**src/rtl/mavg_pkg.sv**
```systemverilog
// mavg_pkg: shared sizing helpers and configuration checks for the
// moving-average filter.
//   sum_w()  : running-sum width, sample width plus log2 of window length
//   cnt_w()  : counter width for a modulo-N counter (min 1 bit)
//   cfg_ok() : legal LOG2_LEN (1..8) and DECIM (1..256)
//   q15_t    : default Q15 sample type (modules derive sample_t from DATA_W)
package mavg_pkg;

  localparam int DATA_W_DEF = 16;

  typedef logic signed [DATA_W_DEF-1:0] q15_t;

  function automatic int sum_w(input int data_w, input int log2_len);
    return data_w + log2_len;
  endfunction

  function automatic int cnt_w(input int n);
    return (n > 1) ? $clog2(n) : 1;
  endfunction

  function automatic bit cfg_ok(input int log2_len, input int decim);
    return (log2_len >= 1) && (log2_len <= 8) && (decim >= 1) && (decim <= 256);
  endfunction

endpackage

```
**src/rtl/mavg_delay_line.sv**
```systemverilog
// mavg_delay_line: LEN-deep circular sample buffer with write pointer and
// fill tracking.
//   clk, rst_n : clock, async active-low reset (pointer/fill state only)
//   wr_en      : write din at wr_ptr and advance (caller masks with clear)
//   clear      : synchronous flush of pointer and fill state
//   din        : sample to write
//   dout_old   : sample at wr_ptr, i.e. the one about to be overwritten
//   full       : LEN samples accepted since reset/clear
//   full_nxt   : full will be set after an accepted write this cycle
module mavg_delay_line
  import mavg_pkg::*;
#(
  parameter int DATA_W   = 16,
  parameter int LOG2_LEN = 3
) (
  input  logic              clk,
  input  logic              rst_n,
  input  logic              wr_en,
  input  logic              clear,
  input  logic [DATA_W-1:0] din,
  output logic [DATA_W-1:0] dout_old,
  output logic              full,
  output logic              full_nxt
);

  localparam int LEN = 1 << LOG2_LEN;

  logic [DATA_W-1:0]   mem [LEN];
  logic [LOG2_LEN-1:0] wr_ptr;
  logic [LOG2_LEN:0]   fill_cnt;

  // Read happens before the write on the same edge.
  assign dout_old = mem[wr_ptr];
  assign full_nxt = full | (fill_cnt == (LOG2_LEN+1)'(LEN-1));

  // Contents are never reset; full masks stale entries out of the sum.
  always_ff @(posedge clk) begin
    if (wr_en) mem[wr_ptr] <= din;
  end

  always_ff @(posedge clk or negedge rst_n) begin
    if (!rst_n) begin
      wr_ptr   <= '0;
      fill_cnt <= '0;
      full     <= 1'b0;
    end else if (clear) begin
      wr_ptr   <= '0;
      fill_cnt <= '0;
      full     <= 1'b0;
    end else if (wr_en) begin
      wr_ptr <= wr_ptr + 1'b1;  // natural wrap at LEN
      if (!full) fill_cnt <= fill_cnt + 1'b1;
      if (full_nxt) full <= 1'b1;
    end
  end

endmodule

```
**src/rtl/mavg_filter.sv**
```systemverilog
// mavg_filter: boxcar moving-average filter with output decimation.
//   clk, rst_n : clock, async active-low reset
//   ce         : accept data_in this edge
//   clear      : synchronous flush of window state, wins over ce
//   data_in    : signed sample, Q(DATA_W-1)
//   avg        : registered window mean
//   rdy        : one-cycle strobe when avg updates
// Optional: define MAVG_FILTER_ROUND_EN to round half toward +inf instead of
// flooring.
module mavg_filter
  import mavg_pkg::*;
#(
  parameter int DATA_W   = 16,
  parameter int LOG2_LEN = 3,
  parameter int DECIM    = 1
) (
  input  logic                     clk,
  input  logic                     rst_n,
  input  logic                     ce,
  input  logic                     clear,
  input  logic signed [DATA_W-1:0] data_in,
  output logic signed [DATA_W-1:0] avg,
  output logic                     rdy
);

  localparam int SUM_W = sum_w(DATA_W, LOG2_LEN);
  localparam int DEC_W = cnt_w(DECIM);

  typedef logic signed [DATA_W-1:0] sample_t;
  typedef logic signed [SUM_W-1:0]  sum_t;

  if (!cfg_ok(LOG2_LEN, DECIM)) begin : g_cfg_err
    $error("mavg_filter: LOG2_LEN must be 1..8 and DECIM 1..256");
  end

  logic             acc, dl_full, dl_full_nxt, full_after, ev;
  logic [DATA_W-1:0] old_raw;
  sample_t          old_s;
  sum_t             sum, sum_nxt, din_ext, old_ext, rnd, shr;
  logic [DEC_W-1:0] dec_cnt;

  assign acc = ce & ~clear;

  mavg_delay_line #(.DATA_W(DATA_W), .LOG2_LEN(LOG2_LEN)) u_dl (
    .clk      (clk),
    .rst_n    (rst_n),
    .wr_en    (acc),
    .clear    (clear),
    .din      (data_in),
    .dout_old (old_raw),
    .full     (dl_full),
    .full_nxt (dl_full_nxt)
  );

  assign old_s      = sample_t'(old_raw);
  assign din_ext    = {{LOG2_LEN{data_in[DATA_W-1]}}, data_in};
  assign old_ext    = dl_full ? {{LOG2_LEN{old_s[DATA_W-1]}}, old_s} : '0;
  assign sum_nxt    = sum + din_ext - old_ext;
  assign full_after = acc & dl_full_nxt;
  assign ev         = full_after & (dec_cnt == '0);

`ifdef MAVG_FILTER_ROUND_EN
  // Sum headroom is LEN*(2^(DATA_W-1)) so adding LEN/2 cannot wrap.
  assign rnd = sum_nxt + sum_t'(1 << (LOG2_LEN-1));
`else
  assign rnd = sum_nxt;
`endif
  assign shr = rnd >>> LOG2_LEN;

  always_ff @(posedge clk or negedge rst_n) begin
    if (!rst_n) begin
      sum     <= '0;
      dec_cnt <= '0;
      avg     <= '0;
      rdy     <= 1'b0;
    end else begin
      rdy <= 1'b0;
      if (clear) begin
        sum     <= '0;
        dec_cnt <= '0;
      end else if (acc) begin
        sum <= sum_nxt;
        if (full_after)
          dec_cnt <= (dec_cnt == DEC_W'(DECIM-1)) ? '0 : dec_cnt + 1'b1;
        if (ev) begin
          avg <= shr[DATA_W-1:0];
          rdy <= 1'b1;
        end
      end
    end
  end

endmodule

```
**config.mk**
```make
export PLATFORM = sky130hd
export DESIGN_NAME = mavg_filter
export DESIGN_NICKNAME = d
export VERILOG_FILES = /design/src/rtl/mavg_pkg.sv /design/src/rtl/mavg_delay_line.sv /design/src/rtl/mavg_filter.sv
export SDC_FILE = /design/constraint.sdc
export NUM_CORES = 1
export LEC_CHECK = 0
export BUFFER_PORTS_ARGS = -buffer_cell sky130_fd_sc_hd__buf_2
export CAP_MARGIN = 20
export CORE_MARGIN = 3
export CORE_UTILIZATION = 66
export DETAILED_ROUTE_END_ITERATION = 6
export PLACE_DENSITY = 0.85
export RECOVER_POWER = 25
export SLEW_MARGIN = 15
export SYNTH_ARGS = -nofsm -noshare
export SYNTH_HDL_FRONTEND = slang
export SYNTH_SLANG_ARGS = --single-unit
export TNS_END_PERCENT = 1
```
**constraint.sdc**
```tcl
create_clock -name clk -period 6.1 [get_ports clk]
set_input_delay 0.305 -clock clk [delete_from_list [all_inputs] [get_ports clk]]
set_output_delay 0.305 -clock clk [all_outputs]
set_load 0.01 [all_outputs]
```
# == Word level (Yosys, flattened, before mapping) ==
# Memory sizes are Yosys's and may differ from the RTL's.
# Cells that the tools add are included.
# totals
mem_count,1
regBits,45
latch_bits,0
output_inout_bits,17
rom_bits,0
wordCells,48
in_bits,20
ramBits,128
# op_classes
order_cmp,0
bitwise,6
addsub,5
n_reduce_logical,7
n_eq_ne,2
multipliers,0
div,0
shift,0
mux,20
# memory_table
memory,depth,word_bits,rd,rd_clocked_by_memory_dff,write_ports,line,rtl
u_dl.mem,8,16,1,0,1,mavg_delay_line.sv:28,logic [DATA_W-1:0] mem [LEN];
# ops
operator,n
$mux 19,3
$add 19x16->19,1
$sub 19x19->19,1
$mux 1,12
$mux 4,3
$mux 3,2
$reduce_and 2->1,3
$reduce_bool 2->1,3
$add 4x1->4 const B,1
$eq 4x3->1 const B,1
$add 3x1->3 const B,1
$and 1x1->1,3
$reduce_and 3->1,1
$ne 2x2->1 const B,1
$not 1->1,2
$add 1x1->1 const B,1
$or 1x1->1,1

# == Logic depth before layout (Yosys ltp) ==
# logic_depth
word_depth,7
ltp_mapped,17
ltp_nobuf,14

# == Modules after synthesis ==
# From an unflattened synthesis, not the netlist that was laid out.
# unflattened
cells_unflattened,653
hier_area_um2,8624.5
# modules_own_cells
module,n_inst,seq_area_each_um2,cells_per_inst,area_per_inst_um2
mavg_delay_line,1,4043.9,292,5395.2
mavg_filter,1,900.9,361,3229.3

# == Worst setup path before layout ==
# Ideal clock, no wire load.
# synth_timing
path_type,register to register
from,register u_dl.wr_ptr[1]
to,register sum[13]
arrival_ps,3534
t_required_ps,5978
synth_period_minus_slack_ps,3656
path_stages_with_launch,16
n_path_buf,4
slack_ps,2444
setup_ps,122
path_cell_list,dfrtp_1 > clkbuf_1 > buf_2 > buf_2 > buf_2 > a21oi_1 > o21a_1 > fa_1 > inv_1 > ha_1 > a21o_1 > and4_1 > o21ai_1 > a21oi_1 > or3_1 > a32o_1
# synth_between
elab_chain_cells,5
# synth_rtl
item,line,rtl
"start, declared",mavg_delay_line.sv:29,logic [LOG2_LEN-1:0] wr_ptr;
"start signal, assigned",mavg_delay_line.sv:51,wr_ptr <= wr_ptr + 1'b1;
$mem_v2 8x16,-,
$mux 19,mavg_filter.sv:57,"assign old_ext = dl_full ? {{LOG2_LEN{old_s[DATA_W-1]}}, old_s} : '0;"
$sub 19x19->19,mavg_filter.sv:58,assign sum_nxt = sum + din_ext - old_ext;
$mux 19,mavg_filter.sv:81,end else if (acc) begin
$mux 19,mavg_filter.sv:78,if (clear) begin
"end signal, assigned",mavg_filter.sv:82,sum <= sum_nxt;
"end, declared",mavg_filter.sv:39,"sum_t sum, sum_nxt, din_ext, old_ext, rnd, shr;"
# Every way passes these cells. The select of a mux whose other input is x is not followed.
# A chain may end at the register's enable or synchronous reset.

# == Worst setup path in the final report ==
# layout_timing
from,register u_dl.wr_ptr[2]
to,register sum[14]
# The elaborated chain is that of the path after synthesis.

==> flow_summary.ini <==
[min_path]
holdPathStages = 1
hp-class = in2reg

[synthesis]
yosysSeqAreaShare_pct = 58.6
ys_top_cells_by_count = edfxtp_1 (128), inv_1 (70), nor2_1 (54)
yosys_warnings = 0
synth_seq_cells = 172
synth_nets = 739
synth_top_area_share_pct = 45.6
synth.cell_area_mm2 = 0.00843
yosysMostFrequentCell = edfxtp_1
synth_cell_type_count = 54
synth-edff-count = 128
synth_ff_type = edfxtp_1
ys_top_cells_by_area = edfxtp_1 (46%), dfrtp_1 (13%), mux2i_1 (5.3%)
synth_cells = 679
syn_avg_cell_area_um2 = 12.4
yosys.area.top_type = edfxtp_1
async_reset_ff_share_pct = 25.6

[setup_path]
cp-endpoint = sum[14]
rr_endpoint = sum[14]
reg2reg_depth = 13
path_buf_inv = 1
slowest_stage = dfrtp_1
path_cells = buf_4 > nor2b_1 > a221oi_1 > a21oi_1 > o21a_1 > fa_1 > fa_1 > nand2b_1 > a21oi_1 > o21ai_1 > o21ai_1 > nor4_1 > a211o_1
critPathArrivalTime_ps = 4960
critPathLaunchType = register
cp.depth = 13
worstPathMaxFanout = 21
r2r-start = u_dl.wr_ptr[2]
slowest_delay_ps = 920
cp.required_ps = 6410
end_kind = register
critical_path_class = reg2reg
crit_start = u_dl.wr_ptr[2]
cp_top_family = compound AO/OA/AOI/OAI gates
reg2reg_slack_ps = 1450

[layout]
multiInputGateArea_mm2 = 0.00310
drive_gt1_share_pct = 13.2
area_growth_syn_to_layout_pct = 10.4
final_cells = 894
final.fill_count = 803
nets = 774
diodes = 0
regArea_mm2 = 0.00495

[clocking]
cts_tree = done
cts_sinks = 172
h-tree-depth = 4
cts_buffers = 17
clock_latency_ps = 430
cts_max_path_buffers = 2
cts_resized = 0
clk_pin_slew_ps = 60
cts-root-buf = clkbuf_16

[sta]
rsz0062_at_grt = no
setup_tns_ps = 0
finalMaxSlewViolations = 0
hold_violations = 0
clock_skew_ps = 12.8
fmax_mhz = 215
setup_viol = 0
post-route-period-util_pct = 76.2
tightestPinTransition_ps = 882
max_slew_margin_pct = 41.2
min_period_ps = 4650

[routing]
wl_per_cell_um = 21.2
drc_errors = 0
drt-initial-drc-count = 498
vias = 5552
dr.pass1.iters = 5
antenna_left = 0
viasPerCell = 6.21
finalWirelength_um = 19000

[floorplanning]
die_h_um = 119
die_w_um = 119
initial_utilization_pct = 68.8
num_rows = 40
num_io_pins = 37
design.die.area_mm2 = 0.0142
coreArea_mm2 = 0.0123

[global_routing]
use_met1_pct = 37.9
overflow = 0
met3_usage_pct = 7.74
antenna_found_initial = 0
grt_use_met2_pct = 45.2
grt_max_degree = 45
grt_busiest_layer = met2
track_usage_pct = 28.3
grt_pass1_vias = 5674
grt_pass1_wl_um = 30400

[power]
p_leak_nw = 3.63
power.density_mw_per_mm2 = 365
max-vdd-ir-drop_mv = 0.336

[outcome]
status = finished, final reports clean

[run]
max-cap-violations = 0

[placement]
numPortBuffers = 36
dp_hpwl_um = 13200
place_congestion = 0.934
place_inst = 861
## through the flow
step | total power [mW] | area, µm² | worst slack, ps | util (%) | hold WS [ps]
detailed placement | 2.45 | 8790 | 1500 | 71.7 | 458
global route | 3.58 | 9310 | 1120 | 76.0 | 212
CTS | 3.39 | 9300 | 1470 | 75.8 | 90.5
finish | 3.40 | 9310 | 1450 | 76.0 | 197
global placement | 2.44 | 8790 | 1620 | 71.7 | 454
floorplan | 2.18 | 8430 | 2440 | - | 9.41
## cell type report
| type | count | area share, % |
|---|---|---|
| inverters | 70 | 2.82 |
| repair buffers | 50 | 3.06 |
| clock buffers | 20 | 4.69 |
| clock inverters | 11 | 0.779 |
| multi-input cells | 403 | 33.3 |
| well taps | 168 | 2.26 |
| flip-flops and latches | 172 | 53.1 |
## repair_timing
item                      CTS  global route
setup buffers               0             0
hold buffers                0             1
hold endpoints to repair    0            12
## routing by layer
layer / share of wire, % / wire length (µm)
met1: 41 / 7840
met2: 49 / 9320
met3: 7.6 / 1440
met4: 2.0 / 386
met5: 0 / 0
## flip-flops by register name, summed over array words and instances, names as in the netlist
register and flops:
sum 19, u_dl.fill_cnt 4, u_dl.wr_ptr 3, u_dl.mem 128, u_dl.full 1, rdy 1
avg 16
## logic make-up after synthesis
kind of cell | share of synthesized area, %
AO/OA/AOI/OAI | 10.4
XOR/XNOR | 2.08
adder cells (fa/ha/maj) | 7.54
buffers and inverters | 4.84
flip-flops | 58.6
multiplexers | 8.55
AND/OR/NAND/NOR | 7.92
## layout by cell type, fill, tap and decap left out, types with 5 or more instances in the layout
cell,count
o21ai_0,25
nand3_1,5
a31oi_1,9
o22ai_1,17
nor2_1,54
dfrtp_1,43
nand2_1,42
mux2_2,16
mux2i_1,45
inv_1,70
o21a_1,16
nand2b_1,7
nor2b_1,5
clkbuf_16,17
xnor2_1,17
ha_1,22
o211ai_1,5
edfxtp_1,128
buf_2,24
a21oi_1,24
clkbuf_1,15
a22oi_1,12
nand4_1,6
fa_1,18
buf_4,12
## worst min path at each step
stage | startpoint | to | slack [ps]
after floorplan | rst_n | avg[0] | 9
after global placement | avg[5] | avg[5] | 450
after detailed placement | avg[0] | avg[0] | 460
after CTS | rst_n | avg[13] | 90
after global routing | data_in[12] | u_dl.mem[0][12] | 210
final | data_in[12] | u_dl.mem[2][12] | 200
## power breakdown
part           internal (mW)  leakage [nW]  total, mW  switching (mW)
Sequential              1.32          1.74       1.37          0.0473
Combinational          0.406          1.64       1.09           0.681
Clock                  0.515         0.251      0.940           0.425
Total                   2.25          3.63       3.40            1.15
No activity file was read; power rests on OpenSTA's default activity.
